===== src/rtl/cache_control_pkg.sv =====
// Shared types and constants for the 2-way, 8-set, 16-byte-line write-back cache controller.
package cache_control_pkg;

  typedef logic [1:0]  lc3b_mem_wmask;
  typedef logic [15:0] lc3b_word;

  typedef enum logic [1:0] {
    S_IDLE,
    S_WB,
    S_ALLOC
  } cache_state_t;

  localparam logic [1:0] ADR_REQ  = 2'd0;
  localparam logic [1:0] ADR_TAG0 = 2'd1;
  localparam logic [1:0] ADR_TAG1 = 2'd2;

endpackage


===== src/rtl/cache_control_if.sv =====
// CPU port, datapath status/strobes and pmem handshake seen by the cache controller.
interface cache_control_if;
  import cache_control_pkg::*;

  // CPU side
  logic          mem_read;
  logic          mem_write;
  lc3b_mem_wmask mem_byte_enable;
  logic [2:0]    word_offset;
  logic          mem_resp;

  // Physical memory side
  logic          pmem_read;
  logic          pmem_write;
  logic          pmem_resp;

  // Datapath status
  logic          hit0;
  logic          hit1;
  logic          valid0_out;
  logic          valid1_out;
  logic          dirty0_out;
  logic          dirty1_out;
  logic          LRU_out;

  // Datapath control
  logic          data0_writeline;
  logic          data1_writeline;
  logic          tag0_write;
  logic          tag1_write;
  logic          valid0_write;
  logic          valid1_write;
  logic          dirty0_write;
  logic          dirty1_write;
  logic          valid_in;
  logic          dirty_in;
  logic          updateLRU;
  logic          wb_sel;
  lc3b_word      offset_sel;
  logic [1:0]    adrmux_sel;

  modport slave (
    input  mem_read, mem_write, mem_byte_enable, word_offset, pmem_resp,
           hit0, hit1, valid0_out, valid1_out, dirty0_out, dirty1_out, LRU_out,
    output mem_resp, pmem_read, pmem_write,
           data0_writeline, data1_writeline, tag0_write, tag1_write,
           valid0_write, valid1_write, dirty0_write, dirty1_write,
           valid_in, dirty_in, updateLRU, wb_sel, offset_sel, adrmux_sel
  );

  modport master (
    output mem_read, mem_write, mem_byte_enable, word_offset, pmem_resp,
           hit0, hit1, valid0_out, valid1_out, dirty0_out, dirty1_out, LRU_out,
    input  mem_resp, pmem_read, pmem_write,
           data0_writeline, data1_writeline, tag0_write, tag1_write,
           valid0_write, valid1_write, dirty0_write, dirty1_write,
           valid_in, dirty_in, updateLRU, wb_sel, offset_sel, adrmux_sel
  );

endinterface


===== src/rtl/cache_wmask_gen.sv =====
// Expands a word offset and its two byte enables into a 16-bit byte mask over the line.
module cache_wmask_gen
  import cache_control_pkg::*;
(
  input  logic [2:0]    word_offset_i,
  input  lc3b_mem_wmask byte_enable_i,
  output lc3b_word      offset_sel_o
);

  always_comb begin
    offset_sel_o = '0;
    offset_sel_o[{word_offset_i, 1'b0}] = byte_enable_i[0];
    offset_sel_o[{word_offset_i, 1'b1}] = byte_enable_i[1];
  end

endmodule


===== src/rtl/cache_control.sv =====
// Sequencing FSM for the 2-way write-back cache: hit compare, victim write-back, line fill.
module cache_control
  import cache_control_pkg::*;
(
  input  logic           clk,
  input  logic           reset,
  cache_control_if.slave bus
);

  cache_state_t state_q, state_d;
  logic         victim_q, victim_d;

  logic       request, hit, hit_way;
  lc3b_word   wmask;
  logic [1:0] data_wl, tag_w, valid_w, dirty_w;

  cache_wmask_gen u_wmask_gen (
    .word_offset_i (bus.word_offset),
    .byte_enable_i (bus.mem_byte_enable),
    .offset_sel_o  (wmask)
  );

  assign request = (bus.mem_read | bus.mem_write) & ~reset;
  assign hit     = bus.hit0 | bus.hit1;
  assign hit_way = ~bus.hit0;  // way0 wins when both hit

  always_comb begin
    state_d        = state_q;
    victim_d       = victim_q;
    data_wl        = '0;
    tag_w          = '0;
    valid_w        = '0;
    dirty_w        = '0;
    bus.mem_resp   = 1'b0;
    bus.pmem_read  = 1'b0;
    bus.pmem_write = 1'b0;
    bus.valid_in   = 1'b0;
    bus.dirty_in   = 1'b0;
    bus.updateLRU  = 1'b0;
    bus.wb_sel     = 1'b0;
    bus.offset_sel = '0;
    bus.adrmux_sel = ADR_REQ;

    unique case (state_q)
      S_IDLE: begin
        if (request && hit) begin
          bus.mem_resp  = 1'b1;
          // LRU_out=1 names way0 as the candidate; touching the candidate flips it.
          bus.updateLRU = hit_way ? ~bus.LRU_out : bus.LRU_out;
          if (bus.mem_write) begin
            data_wl[hit_way] = 1'b1;
            dirty_w[hit_way] = 1'b1;
            bus.dirty_in     = 1'b1;
            bus.wb_sel       = 1'b1;
            bus.offset_sel   = wmask;
          end
        end else if (request) begin
          if (!bus.valid0_out) begin
            victim_d = 1'b0;
            state_d  = S_ALLOC;
          end else if (!bus.valid1_out) begin
            victim_d = 1'b1;
            state_d  = S_ALLOC;
          end else begin
            victim_d = ~bus.LRU_out;
            state_d  = (bus.LRU_out ? bus.dirty0_out : bus.dirty1_out) ? S_WB : S_ALLOC;
          end
        end
      end
      S_WB: begin
        bus.pmem_write = 1'b1;
        bus.adrmux_sel = victim_q ? ADR_TAG1 : ADR_TAG0;
        if (bus.pmem_resp) state_d = S_ALLOC;
      end
      S_ALLOC: begin
        bus.pmem_read = 1'b1;
        if (bus.pmem_resp) begin
          // Arrays are written only here, so an interrupted fill leaves no trace.
          data_wl[victim_q] = 1'b1;
          tag_w[victim_q]   = 1'b1;
          valid_w[victim_q] = 1'b1;
          dirty_w[victim_q] = 1'b1;
          bus.valid_in      = 1'b1;
          state_d           = S_IDLE;
        end
      end
      default: state_d = S_IDLE;
    endcase
  end

  assign bus.data0_writeline = data_wl[0];
  assign bus.data1_writeline = data_wl[1];
  assign bus.tag0_write      = tag_w[0];
  assign bus.tag1_write      = tag_w[1];
  assign bus.valid0_write    = valid_w[0];
  assign bus.valid1_write    = valid_w[1];
  assign bus.dirty0_write    = dirty_w[0];
  assign bus.dirty1_write    = dirty_w[1];

  always_ff @(posedge clk or posedge reset) begin
    if (reset) begin
      state_q  <= S_IDLE;
      victim_q <= 1'b0;
    end else begin
      state_q  <= state_d;
      victim_q <= victim_d;
    end
  end

endmodule


===== src/flat_wrapper.sv =====
// flat-port wrapper written by rule: the top's interface ports become plain ports
module cache_control_flat import cache_control_pkg::*;
  (clk, reset, bus_mem_read, bus_mem_write, bus_mem_byte_enable, bus_word_offset, bus_pmem_resp, bus_hit0, bus_hit1, bus_valid0_out, bus_valid1_out, bus_dirty0_out, bus_dirty1_out, bus_LRU_out, bus_mem_resp, bus_pmem_read, bus_pmem_write, bus_data0_writeline, bus_data1_writeline, bus_tag0_write, bus_tag1_write, bus_valid0_write, bus_valid1_write, bus_dirty0_write, bus_dirty1_write, bus_valid_in, bus_dirty_in, bus_updateLRU, bus_wb_sel, bus_offset_sel, bus_adrmux_sel);
  cache_control_if bus_i ();
  input  logic clk;
  input  logic reset;
  input wire logic [$bits(bus_i.mem_read)-1:0] bus_mem_read;
  input wire logic [$bits(bus_i.mem_write)-1:0] bus_mem_write;
  input wire logic [$bits(bus_i.mem_byte_enable)-1:0] bus_mem_byte_enable;
  input wire logic [$bits(bus_i.word_offset)-1:0] bus_word_offset;
  input wire logic [$bits(bus_i.pmem_resp)-1:0] bus_pmem_resp;
  input wire logic [$bits(bus_i.hit0)-1:0] bus_hit0;
  input wire logic [$bits(bus_i.hit1)-1:0] bus_hit1;
  input wire logic [$bits(bus_i.valid0_out)-1:0] bus_valid0_out;
  input wire logic [$bits(bus_i.valid1_out)-1:0] bus_valid1_out;
  input wire logic [$bits(bus_i.dirty0_out)-1:0] bus_dirty0_out;
  input wire logic [$bits(bus_i.dirty1_out)-1:0] bus_dirty1_out;
  input wire logic [$bits(bus_i.LRU_out)-1:0] bus_LRU_out;
  output wire logic [$bits(bus_i.mem_resp)-1:0] bus_mem_resp;
  output wire logic [$bits(bus_i.pmem_read)-1:0] bus_pmem_read;
  output wire logic [$bits(bus_i.pmem_write)-1:0] bus_pmem_write;
  output wire logic [$bits(bus_i.data0_writeline)-1:0] bus_data0_writeline;
  output wire logic [$bits(bus_i.data1_writeline)-1:0] bus_data1_writeline;
  output wire logic [$bits(bus_i.tag0_write)-1:0] bus_tag0_write;
  output wire logic [$bits(bus_i.tag1_write)-1:0] bus_tag1_write;
  output wire logic [$bits(bus_i.valid0_write)-1:0] bus_valid0_write;
  output wire logic [$bits(bus_i.valid1_write)-1:0] bus_valid1_write;
  output wire logic [$bits(bus_i.dirty0_write)-1:0] bus_dirty0_write;
  output wire logic [$bits(bus_i.dirty1_write)-1:0] bus_dirty1_write;
  output wire logic [$bits(bus_i.valid_in)-1:0] bus_valid_in;
  output wire logic [$bits(bus_i.dirty_in)-1:0] bus_dirty_in;
  output wire logic [$bits(bus_i.updateLRU)-1:0] bus_updateLRU;
  output wire logic [$bits(bus_i.wb_sel)-1:0] bus_wb_sel;
  output wire logic [$bits(bus_i.offset_sel)-1:0] bus_offset_sel;
  output wire logic [$bits(bus_i.adrmux_sel)-1:0] bus_adrmux_sel;
  assign bus_i.mem_read = bus_mem_read;
  assign bus_i.mem_write = bus_mem_write;
  assign bus_i.mem_byte_enable = bus_mem_byte_enable;
  assign bus_i.word_offset = bus_word_offset;
  assign bus_i.pmem_resp = bus_pmem_resp;
  assign bus_i.hit0 = bus_hit0;
  assign bus_i.hit1 = bus_hit1;
  assign bus_i.valid0_out = bus_valid0_out;
  assign bus_i.valid1_out = bus_valid1_out;
  assign bus_i.dirty0_out = bus_dirty0_out;
  assign bus_i.dirty1_out = bus_dirty1_out;
  assign bus_i.LRU_out = bus_LRU_out;
  assign bus_mem_resp = bus_i.mem_resp;
  assign bus_pmem_read = bus_i.pmem_read;
  assign bus_pmem_write = bus_i.pmem_write;
  assign bus_data0_writeline = bus_i.data0_writeline;
  assign bus_data1_writeline = bus_i.data1_writeline;
  assign bus_tag0_write = bus_i.tag0_write;
  assign bus_tag1_write = bus_i.tag1_write;
  assign bus_valid0_write = bus_i.valid0_write;
  assign bus_valid1_write = bus_i.valid1_write;
  assign bus_dirty0_write = bus_i.dirty0_write;
  assign bus_dirty1_write = bus_i.dirty1_write;
  assign bus_valid_in = bus_i.valid_in;
  assign bus_dirty_in = bus_i.dirty_in;
  assign bus_updateLRU = bus_i.updateLRU;
  assign bus_wb_sel = bus_i.wb_sel;
  assign bus_offset_sel = bus_i.offset_sel;
  assign bus_adrmux_sel = bus_i.adrmux_sel;
  cache_control u_core (.clk(clk), .reset(reset), .bus(bus_i));
endmodule

===== config.mk =====
export PLATFORM = sky130hd
export DESIGN_NAME = cache_control_flat
export DESIGN_NICKNAME = d
export VERILOG_FILES = /design/src/rtl/cache_control_pkg.sv /design/src/rtl/cache_control_if.sv /design/src/rtl/cache_wmask_gen.sv /design/src/rtl/cache_control.sv /design/src/flat_wrapper.sv
export SDC_FILE = /design/constraint.sdc
export NUM_CORES = 1
export LEC_CHECK = 0
export BUFFER_PORTS_ARGS = -buffer_cell sky130_fd_sc_hd__buf_2
export CAP_MARGIN = 20
export CORE_UTILIZATION = 30
export DETAILED_ROUTE_END_ITERATION = 8
export PLACE_DENSITY_LB_ADDON = 0.25
export SETUP_SLACK_MARGIN = 0.05
export SYNTH_ARGS = -nofsm -noshare
export SYNTH_HDL_FRONTEND = slang
export SYNTH_SLANG_ARGS = --single-unit

===== constraint.sdc =====
create_clock -name clk -period 2.8 [get_ports clk]
set_input_delay 0.56 -clock clk [delete_from_list [all_inputs] [get_ports clk]]
set_output_delay 0.56 -clock clk [all_outputs]
set_load 0.01 [all_outputs]

Word-level counts from Yosys, hierarchy flattened
Cells that the tools add are included.

operators by class
  bitwise operators = 8
  muxes and demuxes = 42
  magnitude comparators = 8
  reductions and logical operators = 8
  equal/unequal tests = 6

operators with widths
  kind                  count
  $mux W16              3
  $mux W2               13
  $mux W1               19
  $and A16 B15 Y16      1
  $bwmux W16            1
  $lt A4 B5 Y1 const B  2
  $ge A4 B1 Y1 const B  2
  $demux W1 S3          2
  $ne A2 B2 Y1 const B  3
  $pmux W2 S3           1
  $logic_and A1 B1 Y1   5
  $lt A1 B2 Y1 const B  2
  $not A1 Y1            4
  $pmux W2 S2           1
  $reduce_and A4 Y1     1
  $reduce_and A3 Y1     1
  $demux W1 S1          2
  $eq A2 B1 Y1 const B  1
  $eq A2 B2 Y1 const B  1
  $ge A1 B1 Y1 const B  2
  $logic_not A2 Y1      1
  $ne A2 B1 Y1 const B  1
  $or A1 B1 Y1          2
  $and A1 B1 Y1         1

word-level totals
  output and inout bits = 33
  flip-flop bits (word level) = 3
  input bits = 17

Depth between registers and ports, before layout
  depth after elaboration = 9
  mapped depth = 4
  mapped depth without buffers = 3

Cells and area by module
From an unflattened synthesis, not the netlist that was laid out.

second synthesis, totals
  cells, all modules = 77
  area total of the unflattened synthesis = 708.2 sq um

by module, submodules not included
  module           cells an instance  instances  area an instance (sq um)
  cache_control    58                 1          473.0
  cache_wmask_gen  19                 1          235.2

Worst setup path before layout
Ideal clock, no wire load.

  path kind = input to output
  start point = input port bus_pmem_resp
  end point = output port bus_dirty0_write
  data arrival time = 1.311 ns
  slack = 0.929 ns
  data required time = 2.240 ns
  stages = 4
  cells stage by stage = nand2_1 > nor3_1 > a21o_1 > buf_4

between the ends
  longest elaborated chain between the ends = 2

ends and longest elaborated chain
  item             RTL line            source
  start, declared  flat_wrapper.sv:11  input wire logic [$bits(bus_i.pmem_resp)-1:0] bus_pmem_resp;
  $mux W2          --
  $pmux W2 S2      --
  end, declared    flat_wrapper.sv:28  output wire logic [$bits(bus_i.dirty0_write)-1:0] bus_dirty0_write;

No other way between the ends.

Worst setup path in the final report
  start point = register u_core.state_q[1]
  end point = output port bus_offset_sel[14]

between the ends
  longest elaborated chain between the ends = 2

ends and longest elaborated chain
  item                    RTL line              source
  start, declared         cache_control.sv:10   cache_state_t state_q, state_d;
  start signal, assigned  cache_control.sv:105  state_q <= state_d;
  $logic_not A2 Y1        cache_control.sv:44   unique case (state_q)
  $mux W16                cache_control.sv:44
  end, declared           flat_wrapper.sv:34    output wire logic [$bits(bus_i.offset_sel)-1:0] bus_offset_sel;

No other way between the ends.

==> impl_metrics.tcl <==
set metrics [dict create \
    status "completed" \
    hpwl_mm 1.11 \
    synthMuxAreaShare_pct 6.91 \
    placed_cells 122 \
    grt_setup_unrepaired "false" \
    grt_pass1_wl_mm 1.83 \
    syn-num-nets 80 \
    tightest_slew_ps 355 \
    grt_pass1_vias 455 \
    diodes 0 \
    synth_area_um2 453 \
    nets 129 \
    required_ps 2240 \
    clkTransAtPathRegs_ps 40 \
    synth_xor_area_share_pct 1.93 \
    ys_ff_latch 3 \
    drv_slew 0 \
    cap_violations 0 \
    final.setup.worst_slack_ps 622 \
    postCtsResizedCells 0 \
    fmax_ghz 0.459 \
    worstPathArrival_ps 1620 \
    grtUsageTotal_pct 16.3 \
    power_frac_comb_pct 35.7 \
    yosys.area.top_type "dfrtp_1" \
    yosysWarnings 0 \
    fin_crit_sh_pct 77.8 \
    synthDominantCellAreaShare_pct 16.6 \
    synth_compound_area_share_pct 13.5 \
    holdBufCountCts 0 \
    cp-end-kind "output port" \
    clk_latency_ps 240 \
    clkSinkCount 3 \
    finalSetupViolCount 0 \
    cts-root-buf "clkbuf_4" \
    row_count 13 \
    slew_headroom_pct 76.2 \
    synth-simple-area-share_pct 51.1 \
    initial_core_util_pct 33.5 \
    leakage_uw 0.000436 \
    synth.distinct_cells 28 \
    area_growth_pct 55.8 \
    clk_path_buf_depth 2 \
    core_area_um2 1350 \
    overflow 0 \
    startpoint_type "flop" \
    fin_worst_skew_ps 2.16 \
    die_w_um 40.9 \
    rrSetupSlack_ps 1450 \
    antenna_found_initial 0 \
    synthAdderAreaFrac_pct 0 \
    seq_area_frac_synth_pct 16.6 \
    vdd_drop_max_mv 0.257 \
    htree_num_levels 1 \
    p_int_uw 140 \
    path_max_fanout 8 \
    clock_power_share_pct 37.3 \
    switchingPower_uw 75.2 \
    final_hold_viol_count 0 \
    sw_frac_of_total_pct 34.9 \
    drtIter0Drc 8 \
    r2r-end "u_core.victim_q" \
    rr_startpoint "u_core.state_q[1]" \
    avgSynthCellArea_um2 7.19 \
    p_per_area_nw_per_um2 305 \
    detail-route-antenna-nets 0 \
    via_count 622 \
    drive_gt1_share_pct 51.4 \
    grt_max_degree 9 \
    portBuffers 49 \
    fin_crit_ps 2180 \
    avgRoutedWirePerCell_um 10.1 \
    via_per_inst 4.94 \
    crit_type "flop to output port" \
    post-place-ws_ps 729 \
    setup_tns_ps 0 \
    reg2reg_depth 3 \
    routed_wirelength_mm 1.27 \
    firstDrtPassIters 4 \
    pwr-share-seq_pct 27.1 \
    cts_setup_buffers 0 \
    hold_path_class "input port to asynchronous set/reset pin" \
    synthCells 63 \
    cts_buffers 3 \
    gp_congestion 0.648 \
    finalNonFillerCells 126 \
    ioPinCount 50 \
    drc 0 \
    num-fill-cells 157 \
    fp.dieH_um 40.9 \
    synth_area_leaders "dfrtp_1 17%, nor2_1 15%, buf_4 8.3%" \
    synth_top_family_by_area "simple AND/OR/NAND/NOR gates" \
    cts_tree "built" \
    dieArea_um2 1670 \
]
[per-layer routing]
metal,track usage [%],part of all wire [%],routed length (µm)
met3,3.26,11,139
met2,29.7,46,580
met1,18.6,42,534
met4,5.00,0.95,12
met5,0,0,0
[cell type report]
cell class / instances / area, µm² / area share (%)
Timing Repair Buffer: 49 / 245 / 34.8
Tap cell: 15 / 18.8 / 2.66
Inverter: 2 / 7.51 / 1.06
Multi-Input combinational cell: 53 / 333 / 47.2
Clock buffer: 4 / 26.3 / 3.72
Sequential cell: 3 / 75.1 / 10.6
[worst max-delay path by stage]
stage	startpoint	end	slack (ps)
4_1_cts	u_core.state_q[1]	bus_offset_sel[13]	610
2_1_floorplan	bus_pmem_resp	bus_dirty0_write	930
3_3_place_gp	reset	bus_offset_sel[14]	740
3_5_place_dp	reset	bus_offset_sel[13]	730
5_1_grt	u_core.state_q[1]	bus_offset_sel[4]	490
6_report	u_core.state_q[1]	bus_offset_sel[14]	620
[placed cells by master, fill, tap and decap left out, drive strengths merged, types with 2 or more instances in the layout]
cell and count:
mux2i 2, a21oi 2, and2 3, inv 2, dfrtp 3, clkbuf 4
buf 49, nand2 2, nor3 2, nor2b 2, nand3 3, nand3b 4
nor2 18
[worst max-delay path: stages (launching register included)]
cell and delay (ps):
dfrtp_1 460, nor4b_4 440, nand3_1 210, nor2_1 140
buf_2 130
[power by group through the flow]
stage	logic [µW]	clock network (µW)	registers (µW)
after floorplan	48.6	0	56.4
after global placement	76.4	0	59.2
after detailed placement	77.5	0	59.1
after CTS	77.8	83.0	58.7
after global routing	87.0	85.5	59.8
final	76.7	80.1	58.2
[cells in the mapped netlist (all sizes together)]
master,instances
mux2,1
nor3,2
a21o,1
o211a,1
nand3b,4
a2bb2oi,1
a21oi,2
xnor2,1
or3,1
and2,3
nand3,3
nor2,18
a32o,1
inv,2
and2b,1
mux2i,2
and3,1
dfrtp,3
nor2b,2
nand2,2
nor4b,1
a21boi,1
o211ai,1
nor4,1
nor3b,1
buf,5
or2,1
[through the flow]
stage | utilization [%] | hold WS (ps) | cell area (µm²) | power, µW
2_1_floorplan | - | 314 | 453 | 105
3_3_place_gp | 50.3 | 466 | 679 | 136
3_5_place_dp | 50.3 | 469 | 679 | 137
4_1_cts | 52.3 | 213 | 706 | 219
5_1_grt | 52.3 | 237 | 706 | 232
6_report | 52.3 | 215 | 706 | 215
[state kept, by name, indices dropped and copies added (netlist names)]
signal	flops
u_core.state_q	2
u_core.victim_q	1
[logic make-up (layout without fill, tap and decap cells)]
group	count (synthesis)	count (layout)
and+or+nand+nor	41	41
AOI/OAI and AO/OA	8	8
buffers and inverters	7	55
muxes	3	3
DFF	3	3
xor gates and xnor gates	1	1
Note: power is estimated with default switching activity, not from simulation.
